$ cat config.mk
export PLATFORM = sky130hd
export DESIGN_NAME = uart_baud_gen_frac
export DESIGN_NICKNAME = d
export VERILOG_FILES = /design/src/rtl/uart_baud_gen_frac.sv
export SDC_FILE = /design/constraint.sdc
export NUM_CORES = 1
export LEC_CHECK = 0
export ABC_AREA = 1
export CORE_ASPECT_RATIO = 0.9
export CORE_MARGIN = 2
export CORE_UTILIZATION = 25
export DETAILED_ROUTE_END_ITERATION = 8
export PLACE_DENSITY = 0.5
export SLEW_MARGIN = 10
export SYNTH_ARGS = -nofsm -noshare
export SYNTH_HDL_FRONTEND = slang
export SYNTH_SLANG_ARGS = --single-unit
$ cat constraint.sdc
create_clock -name i_clk -period 2.9 [get_ports i_clk]
set_clock_uncertainty 0.1 [all_clocks]
set_input_delay 0.435 -clock i_clk [delete_from_list [all_inputs] [get_ports i_clk]]
set_output_delay 0.435 -clock i_clk [all_outputs]
set_load 0.03 [all_outputs]
$ cat src/rtl/uart_baud_gen_frac.sv
// Fractional UART baud generator: oversample tick every N(+1) clocks, bit tick every OSR oversample ticks.
// Optional fractional divisor enabled by defining BAUD_FRAC_EN.
module uart_baud_gen_frac #(
  parameter int SIZE_BAUD   = 24,
  parameter int FRAC_W      = 4,
  parameter int OSR         = 16,
  parameter int DEFAULT_DIV = 325
) (
  input  logic                 i_clk,
  input  logic                 i_rst,
  input  logic                 i_en,
  input  logic [SIZE_BAUD-1:0] i_div_int,
  input  logic [FRAC_W-1:0]    i_div_frac,
  input  logic                 i_div_load,
  input  logic                 i_resync,
  output logic                 o_os_tick,
  output logic                 o_bit_tick,
  output logic                 o_cfg_err
);

  localparam int                   OS_W    = (OSR > 1) ? $clog2(OSR) : 1;
  localparam logic [OS_W-1:0]      OS_LAST = OS_W'(OSR - 1);
  localparam logic [OS_W-1:0]      OS_ONE  = OS_W'(1);
  localparam logic [SIZE_BAUD-1:0] DIV_RST = SIZE_BAUD'(DEFAULT_DIV);
  localparam logic [SIZE_BAUD-1:0] DIV_MIN = SIZE_BAUD'(2);
  localparam logic [SIZE_BAUD-1:0] CNT_ONE = SIZE_BAUD'(1);
  localparam logic [SIZE_BAUD:0]   ONE_X   = {{SIZE_BAUD{1'b0}}, 1'b1};

  logic [SIZE_BAUD-1:0] per_cnt_r;
  logic [SIZE_BAUD-1:0] div_act_r;
  logic [SIZE_BAUD-1:0] div_shd_r;
  logic [SIZE_BAUD-1:0] shd_int_s;
  logic [OS_W-1:0]      os_cnt_r;
  logic [OS_W-1:0]      os_cnt_nxt_s;
  logic [SIZE_BAUD:0]   term_s;
  logic                 os_tick_r;
  logic                 bit_tick_r;
  logic                 cfg_err_r;
  logic                 cfg_err_s;
  logic                 ext_s;
  logic                 wrap_s;
  logic                 os_last_s;

`ifdef BAUD_FRAC_EN
  logic [FRAC_W-1:0] frac_shd_r;
  logic [FRAC_W-1:0] shd_frac_s;
  logic [FRAC_W-1:0] acc_r;
  logic              ext_r;
  logic [FRAC_W:0]   acc_sum_s;
  logic [FRAC_W:0]   acc_seed_s;

  assign ext_s = ext_r;

  // Fraction for the period about to start, and the accumulator step it causes
  always_comb begin
    shd_frac_s = frac_shd_r;
    if (i_div_load) begin
      shd_frac_s = i_div_frac;
    end else begin
      shd_frac_s = frac_shd_r;
    end
    acc_seed_s = {1'b0, shd_frac_s};
    acc_sum_s  = {1'b0, acc_r} + {1'b0, shd_frac_s};
  end
`else
  logic unused_frac_s;

  assign ext_s         = 1'b0;
  assign unused_frac_s = ^i_div_frac;
`endif

  // Shadow divisor as it will stand after this cycle; illegal divisors clamp to 2
  always_comb begin
    shd_int_s = div_shd_r;
    cfg_err_s = cfg_err_r;
    if (i_div_load) begin
      if (i_div_int < DIV_MIN) begin
        shd_int_s = DIV_MIN;
        cfg_err_s = 1'b1;
      end else begin
        shd_int_s = i_div_int;
        cfg_err_s = 1'b0;
      end
    end else begin
      shd_int_s = div_shd_r;
      cfg_err_s = cfg_err_r;
    end
  end

  // Terminal count compare one bit wider than the divisor, so N-1+E cannot overflow
  always_comb begin
    term_s    = {1'b0, div_act_r} - ONE_X + {{SIZE_BAUD{1'b0}}, ext_s};
    wrap_s    = ({1'b0, per_cnt_r} >= term_s);
    os_last_s = (os_cnt_r == OS_LAST);
    if (os_last_s) begin
      os_cnt_nxt_s = {OS_W{1'b0}};
    end else begin
      os_cnt_nxt_s = os_cnt_r + OS_ONE;
    end
  end

  // Counters, divisor hand-over from shadow to active, and registered ticks
  always_ff @(posedge i_clk) begin
    if (i_rst) begin
      per_cnt_r  <= {SIZE_BAUD{1'b0}};
      os_cnt_r   <= {OS_W{1'b0}};
      div_act_r  <= DIV_RST;
      div_shd_r  <= DIV_RST;
      os_tick_r  <= 1'b0;
      bit_tick_r <= 1'b0;
      cfg_err_r  <= 1'b0;
`ifdef BAUD_FRAC_EN
      frac_shd_r <= {FRAC_W{1'b0}};
      acc_r      <= {FRAC_W{1'b0}};
      ext_r      <= 1'b0;
`endif
    end else begin
      div_shd_r  <= shd_int_s;
      cfg_err_r  <= cfg_err_s;
      os_tick_r  <= 1'b0;
      bit_tick_r <= 1'b0;
`ifdef BAUD_FRAC_EN
      frac_shd_r <= shd_frac_s;
`endif
      if (i_resync) begin
        per_cnt_r <= {SIZE_BAUD{1'b0}};
        os_cnt_r  <= {OS_W{1'b0}};
        div_act_r <= shd_int_s;
`ifdef BAUD_FRAC_EN
        // Cleared accumulator takes its start-of-period step straight away
        {ext_r, acc_r} <= acc_seed_s;
`endif
      end else if (i_en) begin
        if (wrap_s) begin
          per_cnt_r  <= {SIZE_BAUD{1'b0}};
          os_cnt_r   <= os_cnt_nxt_s;
          os_tick_r  <= 1'b1;
          bit_tick_r <= os_last_s;
          div_act_r  <= shd_int_s;
`ifdef BAUD_FRAC_EN
          {ext_r, acc_r} <= acc_sum_s;
`endif
        end else begin
          per_cnt_r <= per_cnt_r + CNT_ONE;
        end
      end else begin
        div_act_r <= shd_int_s;
      end
    end
  end

  assign o_os_tick  = os_tick_r;
  assign o_bit_tick = bit_tick_r;
  assign o_cfg_err  = cfg_err_r;

endmodule

==> flow_summary.yaml <==
yosys:
  syn_avg_cell_area_um2: 7.44
  ys_types: 37
  yosysWarnings: 0
  synth-seq-cells: 79
  synth_nets: 662
  yosysSeqAreaShare_pct: 35.3
  syn_area_mm2: 0.00448
  netlist_instances: 602
run:
  drv_cap: 0
critical_path:
  cp_max_fo: 5
  path_buf_inv: 4
  critPathRequiredTime_ps: 3040
  crit_arrival_ps: 3130
  crit_slowest_cell: "ha_1"
  critPathKind: "reg -> reg"
  slowest_delay_ps: 330
  worstSetupEndpointType: "register"
  cp-start-kind: "register"
  worstPathCellList: "buf_4 > inv_4 > ha_4 > nand2_4 > nor2_4 > nand4_1 > nor2_1 > xnor2_1 > ha_1 > nand2_2 > nor2_2 > nand2_1 > nor2_2 > nand3_2 > nand3b_1 > nand2_2 > nand4_4 > buf_4 > buf_6 > o21ai_2 > nand2_1"
  crit_family: "simple AND/OR/NAND/NOR gates"
clocking:
  clk_pin_slew_worst_paths_ps: 60
  cts_hold_buf: 0
  cts_buffer_depth: 2
  clock_latency_ps: 340
  numCtsBuffers: 9
  numClockSinks: 79
  tritoncts: "yes"
  htree_levels: 3
  clockRootBuffer: "clkbuf_16"
sta:
  worstMarginPinSlew_ps: 555
  finalSetupViolations: 51
  relSlewSlack_pct: 62.9
  max_freq_ghz: 0.334
  slew_violations: 0
  rsz0062_at_grt: "yes"
  finalCritPeriodShare_pct: 103
  hold_viol: 0
  fin_ws_ps: -93.0
  final.min_clock_period_ps: 2990
floorplanning:
  initial_core_util_pct: 25.4
  die_h_um: 131
  die_w_um: 145
  rows: 46
  die-area_mm2: 0.0190
  fp.coreArea_mm2: 0.0176
  ios: 36
routing:
  num_vias: 3836
  drtIter0Drc: 146
  drc: 0
  wl_per_cell_um: 11.2
  routed_wl_mm: 10.4
  firstDrtPassIters: 4
  vias_per_cell: 4.13
  drt.antenna.violating_nets: 0
place:
  dpl-instance-area_mm2: 0.00536
  gp_congestion: 0.798
  dp_hpwl_mm: 7.81
  port_buffers: 31
hold_path:
  min_path_type: "reg -> reg"
outcome:
  status: "complete, but fails checks"
  violations: "setup timing"
layout:
  final_area_mm2: 0.00608
  area_growth_pct: 35.7
  fillCellCount: 1917
  layout-drive-gt1-share_pct: 21.5
  diodes: 0
  final_util_pct: 34.5
  nets: 744
power_and_ir_drop:
  powerDensity_mw_per_mm2: 458
  power.total_w: 0.00278
  peakVddDrop_uv: 356
  p_leak_nw: 2.69
global_routing:
  grt_overflow: 0
  track_usage_pct: 11.2
  first_global_vias: 3599
  grt_max_degree: 38
  grt_pass1_wl_mm: 17.0
  antenna_found_initial: 0
==> worst reg2reg max path: stages, from the launching register on <==
cell and delay [ps]:
dfxtp_2 320, buf_4 140, inv_4 50, ha_4 140
nand2_4 70, nor2_4 160, nand4_1 150, nor2_1 140
xnor2_1 100, ha_1 330, nand2_2 110, nor2_2 50
nand2_1 60, nor2_2 40, nand3_2 40, nand3b_1 80
nand2_2 140, nand4_4 210, buf_4 200, buf_6 110
o21ai_2 100, nand2_1 50
==> registers in the layout (all words and copies together), names as in the netlist <==
register,cells
per_cnt_r,24
o_os_tick,1
div_shd_r,24
os_cnt_r,4
o_bit_tick,1
o_cfg_err,1
div_act_r,24
==> worst paths after layout <==
kind | from | endpoint | slack [ps] | cells past startpoint
max | div_act_r[1]$_SDFFE_PP0P_ | div_act_r[8]$_SDFFE_PP1P_ | -90 | 21
min | div_shd_r[6]$_SDFF_PP1_ | div_shd_r[6]$_SDFF_PP1_ | 360 | 2
max reg2reg | div_act_r[1]$_SDFFE_PP0P_ | div_act_r[8]$_SDFFE_PP1P_ | -90 | 21
min reg2reg | div_shd_r[6]$_SDFF_PP1_ | div_shd_r[6]$_SDFF_PP1_ | 360 | 2
==> per-stage QoR <==
| step | hold WS, ps | std cells | setup slack, ps | TNS (ps) |
|---|---|---|---|---|
| 6_report | 363 | 929 | -93.0 | -2230 |
| 5_1_grt | 397 | 929 | -315 | -14160 |
| 4_1_cts | 363 | 922 | -34.8 | -353 |
| 3_5_place_dp | 346 | 904 | -155 | -5990 |
| 3_3_place_gp | 345 | 904 | -117 | -4310 |
| 2_1_floorplan | 324 | 602 | 26.3 | 0 |
==> layout make-up <==
class,count,area (um^2),area share (%)
clock inverter,4,55.1,0.906
timing repair buffer,85,822,13.5
clock buffer,12,246,4.06
multi-input combinational,450,2840,46.8
sequential,79,1590,26.1
tap,240,300,4.94
inverter,59,226,3.73
==> repair_timing <==
action                                  CTS  global route
setup buffers                             2             5
gates resized for setup                  21            61
hold endpoints to repair                  0             0
pin swaps                                 1            17
endpoints found under the setup margin   54            54
gates cloned                              0             2
==> report_power, final <==
| part | total (W) | switching [W] | internal, W |
|---|---|---|---|
| combinational | 0.000457 | 0.000237 | 0.000220 |
| sequential | 0.00117 | 0.0000357 | 0.00114 |
| clock | 0.00115 | 0.000460 | 0.000694 |
| total | 0.00278 | 0.000733 | 0.00205 |
==> Yosys cell counts <==
master	count	area, um^2
buf_2	1	5.00
o22ai_1	1	6.26
nor3b_1	1	7.51
nor2_2	16	100
nand4_1	13	81.3
nand4_4	1	21.3
mux2i_1	19	190
nand3b_1	3	22.5
nand3_2	2	20.0
o21ai_0	7	35.0
a21o_1	1	7.51
nor4_1	8	50.1
nand2_4	2	22.5
inv_1	58	218
dfxtp_1	79	1580
a21boi_0	1	7.51
clkbuf_1	6	22.5
ha_1	27	338
xor2_1	28	245
buf_4	1	7.51
buf_6	6	67.6
or2_2	2	12.5
nor3_1	11	55.1
a31oi_1	2	12.5
o21ai_1	4	20.0
nand2_2	2	12.5
o21bai_1	13	97.6
clkinv_1	1	3.75
nand3_4	1	17.5
nor2_4	2	22.5
nand2_1	123	462
nor2_1	116	435
a21oi_1	10	50.1
and2_1	1	6.26
nand3_1	20	100
xnor2_1	12	105
a31o_2	1	8.76
==> layer usage <==
| layer | global-route usage, % | vias to the layer above | part of all wire [%] |
|---|---|---|---|
| li1 | - | 2098 | - |
| met1 | 14.1 | 1671 | 50 |
| met2 | 18.8 | 56 | 46 |
| met3 | 2.64 | 11 | 3.0 |
| met4 | 4.50 | 0 | 1.9 |
| met5 | 0 | - | 0 |
==> cell usage in the layout (no fill, tap or decap), types with 2 or more instances in the layout <==
cell type and n:
nand2_1 108, nor2_1 102, dfxtp_1 76, inv_1 54, buf_4 40, clkdlybuf4s50_1 31, xor2_1 27, ha_1 24
nor2_2 23, mux2i_1 19, nand3_1 17, nand4_1 13, o21bai_1 13, nand2_2 12, xnor2_1 11, clkbuf_16 11
nor2_4 9, buf_6 9, nor3_1 8, a21oi_1 8, nand2_4 7, nor4_1 7, o21ai_1 5, o21ai_0 5
nand3_2 4, nor3_4 3, nand3b_1 3, ha_4 3, dfxtp_2 3, buf_12 3, inv_2 2, inv_4 2
nand3_4 2, a21oi_2 2, a31oi_1 2, clkbuf_1 2, clkinv_4 2
==> kinds of logic after synthesis <==
kind of cell / count (synthesis) / synth area share, %
AOI/OAI and AO/OA: 40 / 5.48
buffers and inverters: 73 / 7.24
and+or+nand+nor: 324 / 32.4
DFF: 79 / 35.3
xor gates and xnor gates: 40 / 7.82
muxes: 19 / 4.25
adders and majority gates: 27 / 7.54
No activity file was read; power rests on OpenSTA's default activity.
